<file path="src/rtl/serial_subtractor.sv">
// serial_subtractor: bit-serial a - b - bin, LSB first, one bit per clock with valid/ready handshakes
module serial_subtractor #(
  parameter int WIDTH = 8
) (
  input  logic             clk,
  input  logic             rst_n,
  input  logic             in_valid,
  output logic             in_ready,
  input  logic [WIDTH-1:0] a,
  input  logic [WIDTH-1:0] b,
  input  logic             bin,
  output logic             out_valid,
  input  logic             out_ready,
  output logic [WIDTH-1:0] diff,
  output logic             bout,
  output logic             ovf
);
  localparam int CW = $clog2(WIDTH);
  typedef enum logic [1:0] {IDLE, SHIFT, DONE} state_t;
  state_t state, state_n;
  logic [WIDTH-1:0] sa, sb, dsh;
  logic [CW-1:0] cnt;
  logic br, d, br_n, last;
  always_comb begin
    d = sa[0] ^ sb[0] ^ br;
    br_n = (~sa[0] & sb[0]) | (~(sa[0] ^ sb[0]) & br);
    last = cnt == CW'(WIDTH - 1);
    in_ready = state == IDLE;
    out_valid = state == DONE;
    state_n = (state == IDLE && in_valid)    ? SHIFT :
              (state == SHIFT && last)       ? DONE  :
              (state == DONE && out_ready)   ? IDLE  : state;
  end
  always_ff @(posedge clk)
    if (!rst_n) state <= IDLE;
    else state <= state_n;
  // Result registers update only on the final bit so diff never shows a partial shift.
  always_ff @(posedge clk)
    if (!rst_n) begin
      cnt <= '0;
      br <= 1'b0;
      sa <= '0;
      sb <= '0;
      dsh <= '0;
      diff <= '0;
      bout <= 1'b0;
      ovf <= 1'b0;
    end else if (state == IDLE && in_valid) begin
      sa <= a;
      sb <= b;
      br <= bin;
      cnt <= '0;
    end else if (state == SHIFT) begin
      sa <= sa >> 1;
      sb <= sb >> 1;
      br <= br_n;
      cnt <= cnt + 1'b1;
      dsh <= {d, dsh[WIDTH-1:1]};
      if (last) begin
        diff <= {d, dsh[WIDTH-1:1]};
        bout <= br_n;
        ovf <= br ^ br_n;
      end
    end
endmodule

</file>
<file path="config.mk">
export PLATFORM = sky130hd
export DESIGN_NAME = serial_subtractor
export DESIGN_NICKNAME = d
export VERILOG_FILES = /design/src/rtl/serial_subtractor.sv
export SDC_FILE = /design/constraint.sdc
export NUM_CORES = 1
export LEC_CHECK = 0
export ABC_AREA = 1
export BUFFER_PORTS_ARGS = -buffer_cell sky130_fd_sc_hd__clkbuf_2
export CAP_MARGIN = 20
export CORE_ASPECT_RATIO = 1.2
export CORE_UTILIZATION = 54
export DETAILED_ROUTE_END_ITERATION = 8
export PLACE_DENSITY = 0.88
export SLEW_MARGIN = 10
export SYNTH_ARGS = -nofsm -noshare
export SYNTH_HDL_FRONTEND = slang
export SYNTH_SLANG_ARGS = --single-unit
</file>
<file path="constraint.sdc">
create_clock -name clk -period 1.4 [get_ports clk]
set_input_delay 0.14 -clock clk [delete_from_list [all_inputs] [get_ports clk]]
set_output_delay 0.14 -clock clk [all_outputs]
set_load 0.01 [all_outputs]
</file>
==> impl.org <==
** STA
- In this run the tightest slew margin relative to its limit is 80.4%.
- Final number of max-transition violations :: 0
- Setup repair after global routing could not meet its margin everywhere.
- Minimum setup slack in the final design :: 0.102 ns
- Worst clock skew :: 0.00405 ns
- Setup violations remaining at the end of the flow were counted as 0.
- Worst-case hold slack :: 0.0545 ns
- The worst path needs 1.30 ns of the cycle, external delays included.
- Final worst-path cycle share :: 92.8%
- Fmax :: 770 MHz
- Final hold viol count :: 0
- Measured slew at the worst slew-check pin :: 0.294 ns

** Power
- Cell-internal power :: 1.51 mW
- Switching component of the power :: 590 uW
- Per report_power, the clock group accounts for 26.5% of the total.
- Sw Share :: 28.1%
- Total leakage power :: 1.03 nW
- Fraction of power consumed by sequential logic :: 57.7%
- Dividing total power by cell area gives a power density of 1020 mW/mm^2.
- VDD sags by at most 0.800 mV.
- The share of total power dissipated in combinational logic is 15.8%.

** Flow run
- Max cap viols :: 0

** Logic synthesis
- Summing the areas of all compound-gate instances in the mapped netlist gives 11.2% of the synthesized area.
- Part of the Yosys area used for sequential elements :: 44.6%
- Mux contribution to synthesized area :: 0%
- Cell area after technology mapping :: 0.00175 mm^2
- Distinct cell type count after synthesis :: 19
- A synthesized cell averages 7.00 um^2.
- Adder-Cell Fraction of Synth Area :: 2.58%
- The synthesized netlist devotes 0.501% of its cell area to XOR and XNOR gates.
- Counting every net in the synthesized netlist gives 274.
- Yosys reg bits :: 39
- Synth Warn # :: 0
- By area, the combinational part of the netlist is dominated by simple AND/OR/NAND/NOR gates.
- After Yosys synthesis, and, or, nand and nor cells account for 31.3% of the synthesized area.
- Synthesis handed over a netlist of 250 instances.

** Critical path
- In this run the worst path has a maximum fanout of 15.
- STA classifies the critical path endpoint as a primary output.
- For the worst setup path, the data required time is 1.26 ns.
- Worst-path cell chain :: inv_2, nor2_2, clkbuf_2
- Crit path largest cell delay :: 0.41 ns
- Slowest-stage cell, CP :: sky130_fd_sc_hd__dfxtp_2
- Top delay family on crit path :: flip-flops
- At the worst endpoint, the arrival time is 1.16 ns.
- STA classifies the critical path startpoint as a register.
- The worst setup path is of the register to primary output kind.
- Worst path buffer plus inverter count :: 2

** CTS
- Buffer type at the clock tree root :: sky130_fd_sc_hd__clkbuf_4
- After clock tree synthesis, the clock-pin slew on the worst setup and hold paths is 0.11 ns.
- CTS tree :: built
- Largest buffer count on any clock path :: 2
- The clock drives 39 sinks.
- Buffers inserted during clock tree synthesis total 5.
- The H-tree generated during clock tree synthesis spans 2 levels.
- Skew-Pair Late Insertion Delay :: 0.35 ns

** Route
- After detailed routing, the average wire length per cell comes to 11.1 um.
- Number of remaining DRC errors :: 0
- Total number of vias :: 1660
- Number of vias per cell :: 5.12
- The detailed router finished its first iteration with 35 violations.
- Detail Route Antenna Nets :: 0
- DR pass1 iterations :: 4
- Routed wire length :: 3600 um

** Global route
- Wire length of the first global-routing pass :: 6140 um
- The number of antenna violations at the first check in global routing was 0.
- Global-route usage over all layers :: 24.5%
- The via count of the first global-routing pass came to 1519.
- Entering global routing, the biggest net connects 21 pins.
- Global routing finished with a remaining overflow of 0.

** Placed design
- During placement, the flow inserted port buffers numbering 32.
- Detailed placement ended at an HPWL of 2500 um.
- Area of placed instances :: 0.00195 mm^2
- The congestion estimate from routability-driven global placement came to 0.733.
- Setup Slack @ Placement :: 0.0265 ns
- Including well taps, the total number of placed cells is 313.

** Floorplan
- Die X :: 54.0 um
- The total area inside the core boundary comes to 0.00308 mm^2.
- Once the floorplan was initialized, standard cells occupied 56.7% of the core.
- The die is 64.3 um tall.
- Die footprint :: 0.00347 mm^2
- The floorplan has 22 rows.
- For this design the top-level I/O count stands at 33.

** Cells and area
- Nets@finish :: 311
- Multi-input logic area :: 808 um^2
- Register area :: 786 um^2
- Number of standard cells in the layout, taps in and fillers out :: 324
- Number of fillers in the final layout :: 283
- Ant. Diodes :: 0
- Of the cells placed in the final design, the portion with a size suffix greater than 1 is 20.5%.
- Design Area, Final :: 0.00205 mm^2
- Relative to the synthesized area, the layout overhead comes to 17.2%.

** Status
- Result of the run :: complete, no violations

** Min path
- The tightest min-delay check is of the input pin to register type.
-- state kept, by name, summed over array words and instances, names as in the netlist --
name / cells
diff: 8
sa: 8
sb: 8
dsh: 7
cnt: 3
state: 2
bout: 1
br: 1
ovf: 1
-- synthesized netlist by cell type --
| master | count | area (um^2) |
|---|---|---|
| sky130_fd_sc_hd__nand2_1 | 65 | 244 |
| sky130_fd_sc_hd__dfxtp_1 | 39 | 781 |
| sky130_fd_sc_hd__nor2_1 | 37 | 139 |
| sky130_fd_sc_hd__nand3_1 | 27 | 135 |
| sky130_fd_sc_hd__inv_1 | 22 | 82.6 |
| sky130_fd_sc_hd__a21oi_1 | 21 | 105 |
| sky130_fd_sc_hd__o21ai_0 | 15 | 75.1 |
| sky130_fd_sc_hd__buf_2 | 7 | 35.0 |
| sky130_fd_sc_hd__clkbuf_1 | 3 | 11.3 |
| sky130_fd_sc_hd__buf_4 | 2 | 15.0 |
| sky130_fd_sc_hd__buf_6 | 2 | 22.5 |
| sky130_fd_sc_hd__ha_1 | 2 | 25.0 |
| sky130_fd_sc_hd__nor2_2 | 2 | 12.5 |
| sky130_fd_sc_hd__fa_1 | 1 | 20.0 |
| sky130_fd_sc_hd__inv_2 | 1 | 3.75 |
| sky130_fd_sc_hd__nand2_2 | 1 | 6.26 |
| sky130_fd_sc_hd__nor2_4 | 1 | 11.3 |
| sky130_fd_sc_hd__o21ai_4 | 1 | 16.3 |
| sky130_fd_sc_hd__xor2_1 | 1 | 8.76 |
-- final cells by class --
cell class                 count  share of cell area (%)
tap                           36                    2.20
timing repair buffer          44                    13.4
clock inverter                 1                   0.244
multi-input combinational    174                    39.4
inverter                      23                    4.21
sequential                    39                    38.3
clock buffer                   7                    2.20
-- cell families (layout without fill, tap and decap cells) --
group           after synthesis  after routing
compound gates               37             37
xor+xnor                      1              1
fa+ha+maj                     3              3
buf+inv                      37             75
flops                        39             39
simple gates                133            133
-- per-stage QoR --
step / util (%) / power (mW) / setup TNS [ns]
after floorplan: - / 1.46 / 0
after global placement: 63.3 / 1.54 / 0
after detailed placement: 63.3 / 1.55 / 0
after CTS: 65.7 / 2.10 / 0
after global routing: 66.5 / 2.22 / -0.0171
final: 66.5 / 2.10 / 0
-- tightest hold or removal path, delay by kind of cell --
family	cells	cell delay [ns]
compound gates	1	0.05
simple gates	2	0.10
buf+inv	1	0.08
-- layout by cell type, fill, tap and decap left out, types with 5 or more instances in the layout --
| cell | n |
|---|---|
| sky130_fd_sc_hd__dfxtp_1 | 37 |
| sky130_fd_sc_hd__clkbuf_2 | 32 |
| sky130_fd_sc_hd__nor2_1 | 36 |
| sky130_fd_sc_hd__nand3_1 | 27 |
| sky130_fd_sc_hd__o21ai_0 | 15 |
| sky130_fd_sc_hd__buf_4 | 7 |
| sky130_fd_sc_hd__inv_1 | 21 |
| sky130_fd_sc_hd__clkbuf_4 | 5 |
| sky130_fd_sc_hd__nand2_1 | 64 |
| sky130_fd_sc_hd__a21oi_1 | 21 |
-- power by group through the flow --
stage	clock, mW	sequential (mW)	combinational (mW)
3_5_place_dp	0	1.24	0.315
6_report	0.557	1.21	0.332
4_1_cts	0.569	1.21	0.324
5_1_grt	0.626	1.22	0.373
2_1_floorplan	0	1.22	0.232
3_3_place_gp	0	1.24	0.306
-- metal layers --
layer	track usage (%)	up-vias	share of wire [%]
met5	0	-	0
met4	12.2	0	1.9
met3	7.62	7	3.8
met2	41.4	39	51
met1	26.2	753	43
li1	-	861	-
-- worst paths after layout --
check	from	end	slack, ns	cells past startpoint
worst min register to register	sa[5]$_SDFFE_PN0P_	sa[5]$_SDFFE_PN0P_	0.47	2
worst max register to register	br$_SDFFE_PN0P_	ovf$_SDFFE_PN0P_	0.10	6
worst max-delay path	state[1]$_SDFFE_PP0P_	out_valid	0.10	3
worst min-delay path	out_ready	state[1]$_SDFFE_PP0P_	0.05	4
-- timing repair --
action / 4_1_cts / 5_1_grt
pin swaps: 0 / 1
endpoints found under the hold margin: 2 / 0
hold buffers: 2 / 0
endpoints found under the setup margin: 4 / 13
gates resized for setup: 3 / 6
setup buffers: 0 / 1
No activity file was read; power rests on OpenSTA's default activity.
